File: src/rtl/lab1_seq_mult_pkg.sv
// Lab1_pkg: shared widths, product/accumulator types and multiplier FSM states.
// Contents:
//   DW          operand width of the build (2 signed, 8 under USIGNED_OP)
//   CNT_W       width of a counter that can hold the value DW
//   datawidth_t operand type, sumdif_dw_t DW+1-bit accumulator, prod_dtwd_t 2*DW product
//   mult_state_t  IDLE / CALC / DONE states of lab1_seq_mult
package Lab1_pkg;
`ifdef USIGNED_OP
  localparam int DW = 8;
`else
  localparam int DW = 2;
`endif
  localparam int CNT_W = $clog2(DW + 1);
  typedef logic [DW-1:0]   datawidth_t;
  typedef logic [DW:0]     sumdif_dw_t;
  typedef logic [2*DW-1:0] prod_dtwd_t;
  typedef enum logic [1:0] {IDLE, CALC, DONE} mult_state_t;
endpackage

File: src/rtl/lab1_booth_step.sv
// lab1_booth_step: one combinational multiply step on {A,Q,q_1} (Booth radix-2, or shift-add under USIGNED_OP).
// Ports:
//   a_i   [DW:0]   accumulator A      a_o   [DW:0]   A after add/sub and shift
//   q_i   [DW-1:0] multiplier Q       q_o   [DW-1:0] Q after shift
//   q_1_i          Booth guard bit    q_1_o          guard after shift
//   m_i   [DW-1:0] multiplicand M
module lab1_booth_step #(
  parameter int DW = 2
) (
  input  logic [DW:0]   a_i,
  input  logic [DW-1:0] q_i,
  input  logic          q_1_i,
  input  logic [DW-1:0] m_i,
  output logic [DW:0]   a_o,
  output logic [DW-1:0] q_o,
  output logic          q_1_o
);
  logic [DW:0] sel;
`ifdef USIGNED_OP
  // A's top bit catches the carry; the shift is logical and the guard bit stays clear.
  assign sel   = q_i[0] ? a_i + {1'b0, m_i} : a_i;
  assign a_o   = {1'b0, sel[DW:1]};
  assign q_1_o = q_1_i;
`else
  // M is sign-extended into DW+1 bits so A-M cannot overflow for the most negative M.
  logic [DW:0] m_ext;
  assign m_ext = {m_i[DW-1], m_i};
  assign sel   = ({q_i[0], q_1_i} == 2'b01) ? a_i + m_ext :
                 ({q_i[0], q_1_i} == 2'b10) ? a_i - m_ext : a_i;
  assign a_o   = {sel[DW], sel[DW:1]};
  assign q_1_o = q_i[0];
`endif
  assign q_o = {sel[0], q_i[DW-1:1]};
endmodule

File: src/rtl/lab1_seq_mult.sv
// lab1_seq_mult: iterative multiplier, one step per clock, start/ready in and valid/ack out.
// Ports:
//   clk, rst_n (async, active-low)
//   start_i, a_i, b_i   operand request, taken only while ready_o
//   ready_o             idle and accepting operands
//   valid_o, product_o  finished 2*DW-bit product, held until ack_i
//   ack_i               result consumed, taken only while valid_o
module lab1_seq_mult
  import Lab1_pkg::*;
#(
  parameter int DW = Lab1_pkg::DW
) (
  input  logic            clk,
  input  logic            rst_n,
  input  logic            start_i,
  input  logic [DW-1:0]   a_i,
  input  logic [DW-1:0]   b_i,
  output logic            ready_o,
  output logic            valid_o,
  output logic [2*DW-1:0] product_o,
  input  logic            ack_i
);
  localparam int CW = $clog2(DW + 1);
  mult_state_t   state, state_nxt;
  logic [DW:0]   a_r, a_n;
  logic [DW-1:0] q_r, q_n, m_r;
  logic          q1_r, q1_n;
  logic [CW-1:0] cnt;
  logic          last;
  lab1_booth_step #(.DW(DW)) u_step (
    .a_i  (a_r),
    .q_i  (q_r),
    .q_1_i(q1_r),
    .m_i  (m_r),
    .a_o  (a_n),
    .q_o  (q_n),
    .q_1_o(q1_n)
  );
  assign last = (cnt == CW'(1));
  always_ff @(posedge clk or negedge rst_n)
    if (!rst_n) state <= IDLE;
    else state <= state_nxt;
  always_comb
    state_nxt = (state == IDLE) ? (start_i ? CALC : IDLE) :
                (state == CALC) ? (last ? DONE : CALC) :
                (state == DONE) ? (ack_i ? IDLE : DONE) : IDLE;
  always_comb begin
    ready_o = (state == IDLE);
    valid_o = (state == DONE);
  end
  // The product register is written only on the final step, so an abort never exposes a partial result.
  always_ff @(posedge clk or negedge rst_n)
    if (!rst_n) begin
      a_r       <= '0;
      q_r       <= '0;
      q1_r      <= 1'b0;
      m_r       <= '0;
      cnt       <= '0;
      product_o <= '0;
    end else if (state == IDLE && start_i) begin
      a_r  <= '0;
      q_r  <= b_i;
      q1_r <= 1'b0;
      m_r  <= a_i;
      cnt  <= CW'(DW);
    end else if (state == CALC) begin
      a_r  <= a_n;
      q_r  <= q_n;
      q1_r <= q1_n;
      cnt  <= cnt - CW'(1);
      if (last) product_o <= {a_n[DW-1:0], q_n};
    end
endmodule

File: config.mk
export PLATFORM = sky130hd
export DESIGN_NAME = lab1_seq_mult
export DESIGN_NICKNAME = d
export VERILOG_FILES = /design/src/rtl/lab1_seq_mult_pkg.sv /design/src/rtl/lab1_booth_step.sv /design/src/rtl/lab1_seq_mult.sv
export SDC_FILE = /design/constraint.sdc
export NUM_CORES = 1
export LEC_CHECK = 0
export ABC_AREA = 1
export BUFFER_PORTS_ARGS = -buffer_cell sky130_fd_sc_hd__clkbuf_2
export CAP_MARGIN = 20
export CORE_MARGIN = 2
export CORE_UTILIZATION = 35
export CTS_CLUSTER_SIZE = 14
export DETAILED_ROUTE_END_ITERATION = 12
export HOLD_SLACK_MARGIN = 0.03
export PLACE_DENSITY_LB_ADDON = 0.2
export RECOVER_POWER = 50
export SYNTH_ARGS = -nofsm -noshare
export SYNTH_HDL_FRONTEND = slang
export SYNTH_HIERARCHICAL = 1
export SYNTH_SLANG_ARGS = --single-unit
File: constraint.sdc
create_clock -name clk -period 1.95 [get_ports clk]
set_input_delay 0.195 -clock clk [delete_from_list [all_inputs] [get_ports clk]]
set_output_delay 0.195 -clock clk [all_outputs]
set_load 0.02 [all_outputs]
==> impl_results.md <==
- R2R Path Start: a_r[0]
- Synth Area in Compound Gates: 5.19%
- Worst slew pin tran: 0.863 ns
- Routability congestion estimate: 0.781
- Pins Over Slew Limit: 0
- Maximum capacitance violations: 0
- Register area share after synthesis: 46.1%
- Multi-input logic area: 408 µm²
- Slowest cell on crit path: dfrtp_1
- R2R depth: 8
- IO Pins: 14
- Final Setup Violations: 0
- Yosys cell types: 18
- Post-Syn Area per Cell: 8.19 µm²
- Post-CTS setup buffers: 0
- Hold Path Sink: state[1]
- GRT Util Overall: 13.8%
- Fin crit period: 1.63 ns
- Post-synthesis adder-cell area fraction: 8.93%
- Cells after synthesis: 106
- Total CTS buffers: 3
- Critical path required time: 2.14 ns
- DP HPWL: 1240 µm
- Status: finished, final reports clean
- Synthesized cell area: 868 µm²
- Simple-Gate Fraction of Synth Area: 32.9%
- Pleak: 0.518 nW
- XOR/XNOR share of the synthesized area: 0%
- Seq. cell area: 400 µm²
- Routed Antenna Nets: 0
- CTS Buffer Depth: 2
- Placed Cells: 146
- WL met3: 34 µm
- Hold path depth: 2
- # port buffers: 13
- Vias per cell: 4.50
- Data arrival, critical path: 1.82 ns
- Tcrit/Tclk final: 83.7%
- DR DRC count: 0
- Top layer in use: met4
- Pwr/cell area: 1620 nW/µm²
- Post-route setup TNS: 0 ns
- Yosys Warn Count: 6
- Share of layout cells above drive strength 1: 16.5%
- Number of synthesized register bits: 16
- Area Growth Syn to Fin: 14.0%
- Synthesized net count: 119
- DIE HEIGHT: 53.8 µm
- CTS tree: yes
- Post-route cell area: 990 µm²
- Reg clk slew, reported paths: 0.10 ns
- Vias post-DR: 680
- Slowest cell delay on critical path: 0.40 ns
- Hold Path Class: in2reg
- Endpoints failing hold: 0
- Diodes inserted: 0
- # H-tree levels: 1
- Number of global-route vias before repair: 685
- Pin count of the biggest net entering global routing: 17
- Num Clock Sinks: 16
- Core ar.: 2410 µm²
- Initial DRT Pass Iterations: 4
- Std cell rows: 18
- Nets@finish: 135
- Reg2reg setup slack: 0.32 ns
- Largest family of logic cells by synthesized area: simple AND/OR/NAND/NOR gates
- Reg-to-reg endpoint: a_r[2]
- Root Buffer: clkbuf_4
- First-pass GRT wire length: 2840 µm
- Die width: 53.8 µm
- DR WL met2: 770 µm
- Max Fclk: 613 MHz
- Initial Util: 36.0%
- Rel. slew slack: 42.4%
- Die Footprint: 2900 µm²
- Pwr Total: 1.61 mW
- Initial DRC Count: 15
- Worst skew pair latency: 0.29 ns
- CP Class: reg2reg
- Clk_skew: 0.00502 ns
- CP endpoint kind: register
- Routed wire length: 1590 µm
- Wl on met1: 754 µm
- Worst path cell trace: inv_1, ha_1, fa_1, nand3b_1, nand3_1, nand3_1, nand2_1, nand2_1
- Total congestion overflow: 0
- Placed cell areas: 948 µm²
- Crit start category: register
- Fillers: 256
- RSZ-0062 raised after global routing: false
- WL per Instance: 10.6 µm
- Peak supply drop: 0.000878 V
- Post-synthesis mux area share: 0%
- Min-delay src: ack_i
- Initial antenna violation count: 0
- Post-Layout Cell Count: 151
- CP Max Fanout: 4
where the power goes:
part           switching (mW)  total [mW]  leakage, nW  internal (mW)
sequential              0.131       0.606        0.203          0.475
combinational           0.495       0.778        0.293          0.284
clock                   0.109       0.223       0.0210          0.114
total                   0.734        1.61        0.518          0.873
cells by family (layout without fill, tap and decap cells):
group | after synthesis | count (layout)
simple gates | 65 | 65
flops | 16 | 16
buf+inv | 13 | 28
compound gates | 7 | 7
fa+ha+maj | 5 | 5
per-layer routing:
| layer | GRT usage (%) | up-vias |
|---|---|---|
| met3 | 1.67 | 5 |
| met1 | 17.3 | 307 |
| met4 | 7.69 | 0 |
| li1 | - | 361 |
| met2 | 22.8 | 7 |
| met5 | 0 | - |
registers in the layout (all words and copies together), names as in the netlist:
| register | cells |
|---|---|
| state | 2 |
| m_r | 2 |
| cnt | 2 |
| q1_r | 1 |
| q_r | 2 |
| a_r | 3 |
| product_o | 4 |
worst max-delay path: cells and delay by family, from the launching register on:
family                   cells  cell delay (ns)
flip-flops                   1             0.40
adder cells (fa/ha/maj)      2             0.58
buffers and inverters        1             0.06
AND/OR/NAND/NOR              5             0.49
what timing repair did:
item	CTS	global route
gates resized for setup	0	0
hold endpoints to repair	16	0
hold buffers	1	0
cells in the final DEF (no fill, tap or decap):
master,count
clkbuf_8,1
nand2_2,1
nor2_1,4
clkbuf_2,9
dfrtp_1,16
o211ai_2,1
ha_1,3
inv_2,2
nand2_1,44
o21ai_0,2
nand3_1,11
nor2_2,1
nand3b_1,2
o31ai_1,1
o21ai_1,2
clkbuf_1,4
nor2_4,2
inv_1,8
clkbuf_4,3
a21oi_1,1
dlygate4sd3_1,1
fa_1,2
stage by stage:
| stage | setup WS [ns] | utilization [%] | hold WS (ns) |
|---|---|---|---|
| after floorplan | 0.324 | - | -0.101 |
| after global placement | 0.372 | 39.4 | 0.142 |
| after detailed placement | 0.350 | 39.4 | 0.146 |
| after CTS | 0.332 | 41.3 | 0.0797 |
| after global routing | 0.151 | 41.1 | 0.0825 |
| final | 0.318 | 41.1 | 0.0789 |
worst max path at each step:
stage	to	depth (start not counted)	slack, ns	from
5_1_grt	a_r[2]	8	0.15	a_r[0]
6_report	a_r[2]	8	0.32	a_r[0]
3_5_place_dp	a_r[2]	8	0.35	a_r[0]
3_3_place_gp	product_o[3]	7	0.37	m_r[0]
4_1_cts	a_r[2]	7	0.33	a_r[0]
2_1_floorplan	a_r[2]	9	0.32	a_r[0]
Yosys cell counts (all sizes together):
library cell	n	area share (%)
buf	3	2.6
nand2	45	20
o211ai	1	1.4
o31ai	1	0.86
a21oi	1	0.58
nand3	11	6.3
ha	3	4.3
nor2	7	5.0
fa	2	4.6
inv	10	4.3
nand3b	2	1.7
o21ai	4	2.3
dfrtp	16	46
layout make-up:
cell class / count / area share, %
multi-input cells: 77 / 41.2
repair buffers: 14 / 7.08
inverters: 10 / 3.79
flip-flops and latches: 16 / 40.5
well taps: 30 / 3.79
clock buffers: 4 / 3.67
(Power assumes the default switching activity.)
